### src/rtl/riscv_pkg.sv
// Shared RV64I integer-pipeline types: load funct3 encodings and write-back grant source.
package riscv_pkg;

   typedef enum logic [2:0] {
      LD_LB  = 3'b000,
      LD_LH  = 3'b001,
      LD_LW  = 3'b010,
      LD_LD  = 3'b011,
      LD_LBU = 3'b100,
      LD_LHU = 3'b101,
      LD_LWU = 3'b110
   } ld_funct3_e;

   typedef enum logic {
      GRANT_ALU  = 1'b0,
      GRANT_LOAD = 1'b1
   } grant_t;

endpackage

### src/rtl/load_formatter.sv
// Aligns a raw memory doubleword to the addressed element and sign/zero extends it.
module load_formatter
   import riscv_pkg::*;
#(
   parameter int unsigned DATA_WIDTH = 64
) (
   input  logic [DATA_WIDTH-1:0] raw,
   input  logic [2:0]            offset,
   input  logic [2:0]            funct3,
   output logic [DATA_WIDTH-1:0] fmt_data_c
);

   localparam int unsigned SHW = $clog2(DATA_WIDTH);

   logic [2:0]            eff_off;
   logic [DATA_WIDTH-1:0] shifted;
   ld_funct3_e            f3;

   always_comb begin
      f3         = ld_funct3_e'(funct3);
      eff_off    = 3'b000;
      shifted    = '0;
      fmt_data_c = '0;

      // Offset bits finer than the access size are ignored; LD and the illegal code use none.
      case (f3)
         LD_LB, LD_LBU: eff_off = offset;
         LD_LH, LD_LHU: eff_off = {offset[2:1], 1'b0};
         LD_LW, LD_LWU: eff_off = {offset[2], 2'b00};
         default:       eff_off = 3'b000;
      endcase

      shifted = raw >> SHW'({eff_off, 3'b000});

      case (f3)
         LD_LB:   fmt_data_c = {{(DATA_WIDTH-8){shifted[7]}}, shifted[7:0]};
         LD_LH:   fmt_data_c = {{(DATA_WIDTH-16){shifted[15]}}, shifted[15:0]};
         LD_LW:   fmt_data_c = {{(DATA_WIDTH-32){shifted[31]}}, shifted[31:0]};
         LD_LBU:  fmt_data_c = {{(DATA_WIDTH-8){1'b0}}, shifted[7:0]};
         LD_LHU:  fmt_data_c = {{(DATA_WIDTH-16){1'b0}}, shifted[15:0]};
         LD_LWU:  fmt_data_c = {{(DATA_WIDTH-32){1'b0}}, shifted[31:0]};
         default: fmt_data_c = shifted;
      endcase
   end

endmodule

### src/rtl/writeback_arbiter.sv
// Write-back stage: merges ALU results and queued, formatted load results onto the
// single register-file write port with round-robin arbitration and a registered port.
module writeback_arbiter
   import riscv_pkg::*;
#(
   parameter int unsigned DATA_WIDTH = 64,
   parameter int unsigned ADDR_WIDTH = 5,
   parameter int unsigned LQ_DEPTH   = 2
) (
   input  logic                          i_clk,
   input  logic                          i_arst_n,
   input  logic                          i_alu_valid,
   output logic                          o_alu_ready,
   input  logic [ADDR_WIDTH-1:0]         i_alu_rd,
   input  logic [DATA_WIDTH-1:0]         i_alu_data,
   input  logic                          i_ld_valid,
   output logic                          o_ld_ready,
   input  logic [ADDR_WIDTH-1:0]         i_ld_rd,
   input  logic [2:0]                    i_ld_funct3,
   input  logic [2:0]                    i_ld_offset,
   input  logic [DATA_WIDTH-1:0]         i_ld_raw,
   output logic                          o_write_en_3,
   output logic [ADDR_WIDTH-1:0]         o_addr_3,
   output logic [DATA_WIDTH-1:0]         o_write_data_3,
   output logic [$clog2(LQ_DEPTH):0]     o_ld_count
);

   localparam int unsigned PW = $clog2(LQ_DEPTH);
   localparam int unsigned CW = PW + 1;

   logic [ADDR_WIDTH-1:0] lq_rd   [LQ_DEPTH];
   logic [DATA_WIDTH-1:0] lq_data [LQ_DEPTH];
   logic [PW-1:0]         wr_ptr;
   logic [PW-1:0]         rd_ptr;
   logic [CW-1:0]         count;
   grant_t                last_grant;

   logic                  write_en;
   logic [ADDR_WIDTH-1:0] addr;
   logic [DATA_WIDTH-1:0] write_data;

   logic [DATA_WIDTH-1:0] ld_fmt_c;
   logic                  fifo_empty_c;
   logic                  ld_ready_c;
   logic                  alu_ready_c;
   logic                  alu_fire_c;
   logic                  push_c;
   logic                  pop_c;

   load_formatter #(.DATA_WIDTH(DATA_WIDTH)) u_fmt (
      .raw        (i_ld_raw),
      .offset     (i_ld_offset),
      .funct3     (i_ld_funct3),
      .fmt_data_c (ld_fmt_c)
   );

   // Handshakes depend only on registered state, never on a same-cycle pop or valid.
   always_comb begin
      fifo_empty_c = (count == '0);
      ld_ready_c   = (count != CW'(LQ_DEPTH));
      alu_ready_c  = fifo_empty_c || (last_grant == GRANT_LOAD);
      alu_fire_c   = i_alu_valid && alu_ready_c;
      push_c       = i_ld_valid && ld_ready_c;
      pop_c        = !alu_fire_c && !fifo_empty_c;
   end

   // Load queue storage needs no reset: entries are only read when counted valid.
   always_ff @(posedge i_clk) begin
      if (push_c) begin
         lq_rd[wr_ptr]   <= i_ld_rd;
         lq_data[wr_ptr] <= ld_fmt_c;
      end
   end

   always_ff @(posedge i_clk or negedge i_arst_n) begin
      if (!i_arst_n) begin
         wr_ptr <= '0;
         rd_ptr <= '0;
         count  <= '0;
      end else begin
         if (push_c) wr_ptr <= wr_ptr + PW'(1);
         if (pop_c)  rd_ptr <= rd_ptr + PW'(1);
         case ({push_c, pop_c})
            2'b10:   count <= count + CW'(1);
            2'b01:   count <= count - CW'(1);
            default: count <= count;
         endcase
      end
   end

   // Grant and registered write port; rd = x0 consumes the result without writing.
   always_ff @(posedge i_clk or negedge i_arst_n) begin
      if (!i_arst_n) begin
         write_en   <= 1'b0;
         addr       <= '0;
         write_data <= '0;
         last_grant <= GRANT_ALU;
      end else if (alu_fire_c) begin
         write_en   <= (i_alu_rd != '0);
         addr       <= i_alu_rd;
         write_data <= i_alu_data;
         last_grant <= GRANT_ALU;
      end else if (pop_c) begin
         write_en   <= (lq_rd[rd_ptr] != '0);
         addr       <= lq_rd[rd_ptr];
         write_data <= lq_data[rd_ptr];
         last_grant <= GRANT_LOAD;
      end else begin
         write_en   <= 1'b0;
      end
   end

   assign o_alu_ready    = alu_ready_c;
   assign o_ld_ready     = ld_ready_c;
   assign o_write_en_3   = write_en;
   assign o_addr_3       = addr;
   assign o_write_data_3 = write_data;
   assign o_ld_count     = count;

endmodule

### config.mk
export PLATFORM = sky130hd
export DESIGN_NAME = writeback_arbiter
export DESIGN_NICKNAME = d
export VERILOG_FILES = /design/src/rtl/riscv_pkg.sv /design/src/rtl/load_formatter.sv /design/src/rtl/writeback_arbiter.sv
export SDC_FILE = /design/constraint.sdc
export NUM_CORES = 1
export LEC_CHECK = 0
export ABC_AREA = 1
export BUFFER_PORTS_ARGS = -buffer_cell sky130_fd_sc_hd__clkbuf_2
export CAP_MARGIN = 30
export CORE_MARGIN = 2
export CORE_UTILIZATION = 55
export DETAILED_ROUTE_END_ITERATION = 6
export GPL_TIMING_DRIVEN = 0
export PLACE_DENSITY_LB_ADDON = 0.12
export SLEW_MARGIN = 10
export SYNTH_ARGS = -nofsm -noshare
export SYNTH_HDL_FRONTEND = slang
export SYNTH_SLANG_ARGS = --single-unit
export TNS_END_PERCENT = 100
### constraint.sdc
create_clock -name i_clk -period 4.54 [get_ports i_clk]
set_clock_uncertainty 0.15 [all_clocks]
set_input_delay 0.454 -clock i_clk [delete_from_list [all_inputs] [get_ports i_clk]]
set_output_delay 0.454 -clock i_clk [all_outputs]
set_load 0.05 [all_outputs]
==> results.cfg <==
[synth]
synth_area_mm2 = 0.0103
synth_fp_nets = 1231
synth_most_common_cell = nand2_1
syn_area_per_cell_um2 = 9.50
yosys_register_bits = 213
synth_edf_count = 138
yosys_warnings = 0
synth_cell_type_count = 38
ys_async_sr_fraction_pct = 35.2
netlist_top_cells_count = nand2_1 (337), edfxtp_1 (138), nor2_1 (91)
ys_top_cells_by_area = edfxtp_1 (40%), dfrtp_1 (18%), nand2_1 (12%), o211ai_1 (4.1%), nand3_1 (3.5%)
synth_seq_area_share_pct = 58.6
synth_top_area_cell = edfxtp_1
synth_top_area_share_pct = 40.3
synthFlopType = edfxtp_1
synth_cells = 1082

[worst_setup_path]
crit_chain = nor2_1, inv_1, nand2_1, nand2_1, nand2_1, buf_2, inv_1, ha_1, a21oi_1, o21ai_0, xnor2_1
cp_num_buf_inv = 3
crit_top_cell = nand2_1
crit_path_start_kind = register
critPathRequiredTime_ps = 4770
worst_setup_path_end_kind = register
arrival_ps = 2830
critPathMaxStageDelay_ps = 440
slowest_stage = dfrtp_1
critical-path-top-delay-family = buffers and inverters
critical_path_class = reg2reg
worstPathMaxFanout = 10

[power_and_ir_drop]
swShare_pct = 43.4
max-vdd-ir-drop_uv = 496
power.leakage_nw = 5.64
p_per_area_mw_per_mm2 = 667
switchingPower_mw = 3.66
intPower_mw = 4.76
p_seq_share_pct = 36.4
p_comb_share_pct = 42.2
p_clk_share_pct = 21.3

[routing]
viasPerCell = 5.89
antenna_left = 0
routedWlPerCell_um = 20.8
vias = 9310
dr.first_iter.drc_count = 849
drc = 0
wirelength_mm = 32.9
first_pass_iters = 7

[timing]
slew_violations = 0
finalSetupViolations = 0
worst_pin_slew_ps = 857
min_period_ps = 2610
rsz0062_at_grt = no
finalCritPeriodShare_pct = 57.4
max_freq_mhz = 384
tns_ps = 0
slew_headroom_pct = 42.9
hold_violations = 0
layout_setup_ws_ps = 1930

[global_route]
grt_pass1_vias = 9116
antenna_found_initial = 0
grt_overflow_total = 0
grt_usage_pct = 33.2
grt_pass1_wl_mm = 50.5
grt_max_degree = 56

[clock_tree]
cts-root-buf = clkbuf_16
clk_path_buf_depth = 3
cts_tree = built
cts.sinks = 213
h-tree-depth = 1
clk_latency_ps = 500
cts_buffers = 22
cts.reportedPaths.clkPinSlew_ps = 60
cts_setup_buffers = 0

[cells_and_area]
nNetsFinal = 1484
seq_area_mm2 = 0.00602
drive_gt1_share_pct = 23.2
fillerInstances = 1462
n_antenna_cell = 0
area_growth_pct = 22.8
multiInputGateArea_mm2 = 0.00374

[floorplanning]
die_w_um = 141
row_count = 49
die_h_um = 141
initial_utilization_pct = 56.6
dieArea_mm2 = 0.0198
core-area_mm2 = 0.0181
pin_count = 222

[status]
status = finished, final reports clean

[placed_design]
place_congestion = 0.962
port_buffers = 220
dp_slack_ps = 1640
hpwl_mm = 24.5

[job]
maxCapViolCount = 0

[min_path]
hp-class = in2reg
==> power groups by stage <==
stage          sequential (mW)  combinational, mW  clock, mW
6_report                  3.07               3.56       1.80
5_1_grt                   3.12               3.80       1.88
4_1_cts                   3.06               3.55       1.81
3_5_place_dp              3.09               3.53          0
3_3_place_gp              3.10               3.34          0
2_1_floorplan             4.19               1.30          0
==> placed cells by master, fill, tap and decap left out, drive strengths merged, types with 2 or more instances in the layout <==
master | Yosys | final
nand2 | 338 | 338
dfrtp | 75 | 75
o22ai | 2 | 2
or2 | 7 | 7
nand4 | 34 | 34
o21ai | 60 | 60
buf | 37 | 44
nand3 | 72 | 72
dlygate4sd3 | 0 | 2
inv | 43 | 44
xnor2 | 2 | 2
edfxtp | 138 | 138
a21oi | 10 | 10
clkbuf | 40 | 294
mux2i | 28 | 28
o211ai | 56 | 56
o311ai | 36 | 36
nor2 | 92 | 92
clkinv | 1 | 5
==> path summary, 6_finish.rpt <==
| kind | start | to | slack, ps | cells after the start |
|---|---|---|---|---|
| min in group asynchronous | i_arst_n | o_write_data_3[53]$_DFFE_PN0P_ | 280 | 2 |
| worst min register to register | o_addr_3[2]$_DFFE_PN0P_ | o_addr_3[2]$_DFFE_PN0P_ | 350 | 2 |
| max in group asynchronous | i_arst_n | o_write_data_3[13]$_DFFE_PN0P_ | 3350 | 3 |
| worst min-delay path | i_ld_rd[3] | lq_rd[1][3]$_DFFE_PP_ | 20 | 1 |
| worst max register to register | o_ld_count[0]$_DFFE_PN0P_ | o_ld_count[1]$_DFFE_PN0P_ | 1930 | 11 |
| worst max-delay path | o_ld_count[0]$_DFFE_PN0P_ | o_ld_count[1]$_DFFE_PN0P_ | 1930 | 11 |
==> final cells by class <==
type / instances / share of cell area, %
multi-input cells: 748 / 29.7
repair buffers: 229 / 10.4
clock inverters: 6 / 0.287
plain buffers: 77 / 2.86
inverters: 44 / 1.31
clock buffers: 34 / 5.53
well taps: 229 / 2.27
flip-flops and latches: 213 / 47.7
==> timing repair <==
action | CTS | global route
hold buffers | 2 | 0
hold endpoints to repair | 22 | 0
resized for setup | 0 | 0
==> cell families (layout without fill, tap and decap cells) <==
logic type                 Yosys count  after routing  share of synthesized area [%]
AOI/OAI and AO/OA                  169            169                           11.0
xor gates and xnor gates             3              3                          0.256
adders and majority gates            1              1                          0.122
buffers and inverters              121            390                           5.11
DFF                                213            213                           58.6
muxes                               28             28                           2.73
and+or+nand+nor                    547            547                           22.1
==> flip-flops by register name, indices dropped and copies added, names as in the netlist <==
| register | cells |
|---|---|
| lq_data | 128 |
| o_write_data_3 | 64 |
| lq_rd | 10 |
| o_addr_3 | 5 |
| o_ld_count | 2 |
| last_grant | 1 |
| o_write_en_3 | 1 |
| rd_ptr | 1 |
| wr_ptr | 1 |
==> routing by layer <==
metal | up-vias | global-route usage, % | routed length [µm]
met5 | - | 0 | 0
met4 | 0 | 11.7 | 1010
met3 | 72 | 5.64 | 2940
met2 | 469 | 53.2 | 15300
met1 | 4467 | 46.3 | 13700
li1 | 4302 | - | -
==> per-stage QoR <==
stage / hold WS [ps] / instances / cell area (µm²) / total power, mW / util [%]
final: 15.4 / 1580 / 12600 / 8.42 / 69.5
after global routing: 4.21 / 1580 / 12600 / 8.81 / 69.5
after CTS: 6.95 / 1580 / 12600 / 8.43 / 69.5
after detailed placement: 262 / 1538 / 11900 / 6.62 / 65.4
after global placement: 329 / 1531 / 11700 / 6.44 / 64.3
after floorplan: 8.41 / 1082 / 10300 / 5.50 / -
Note: power is estimated with default switching activity, not from simulation.
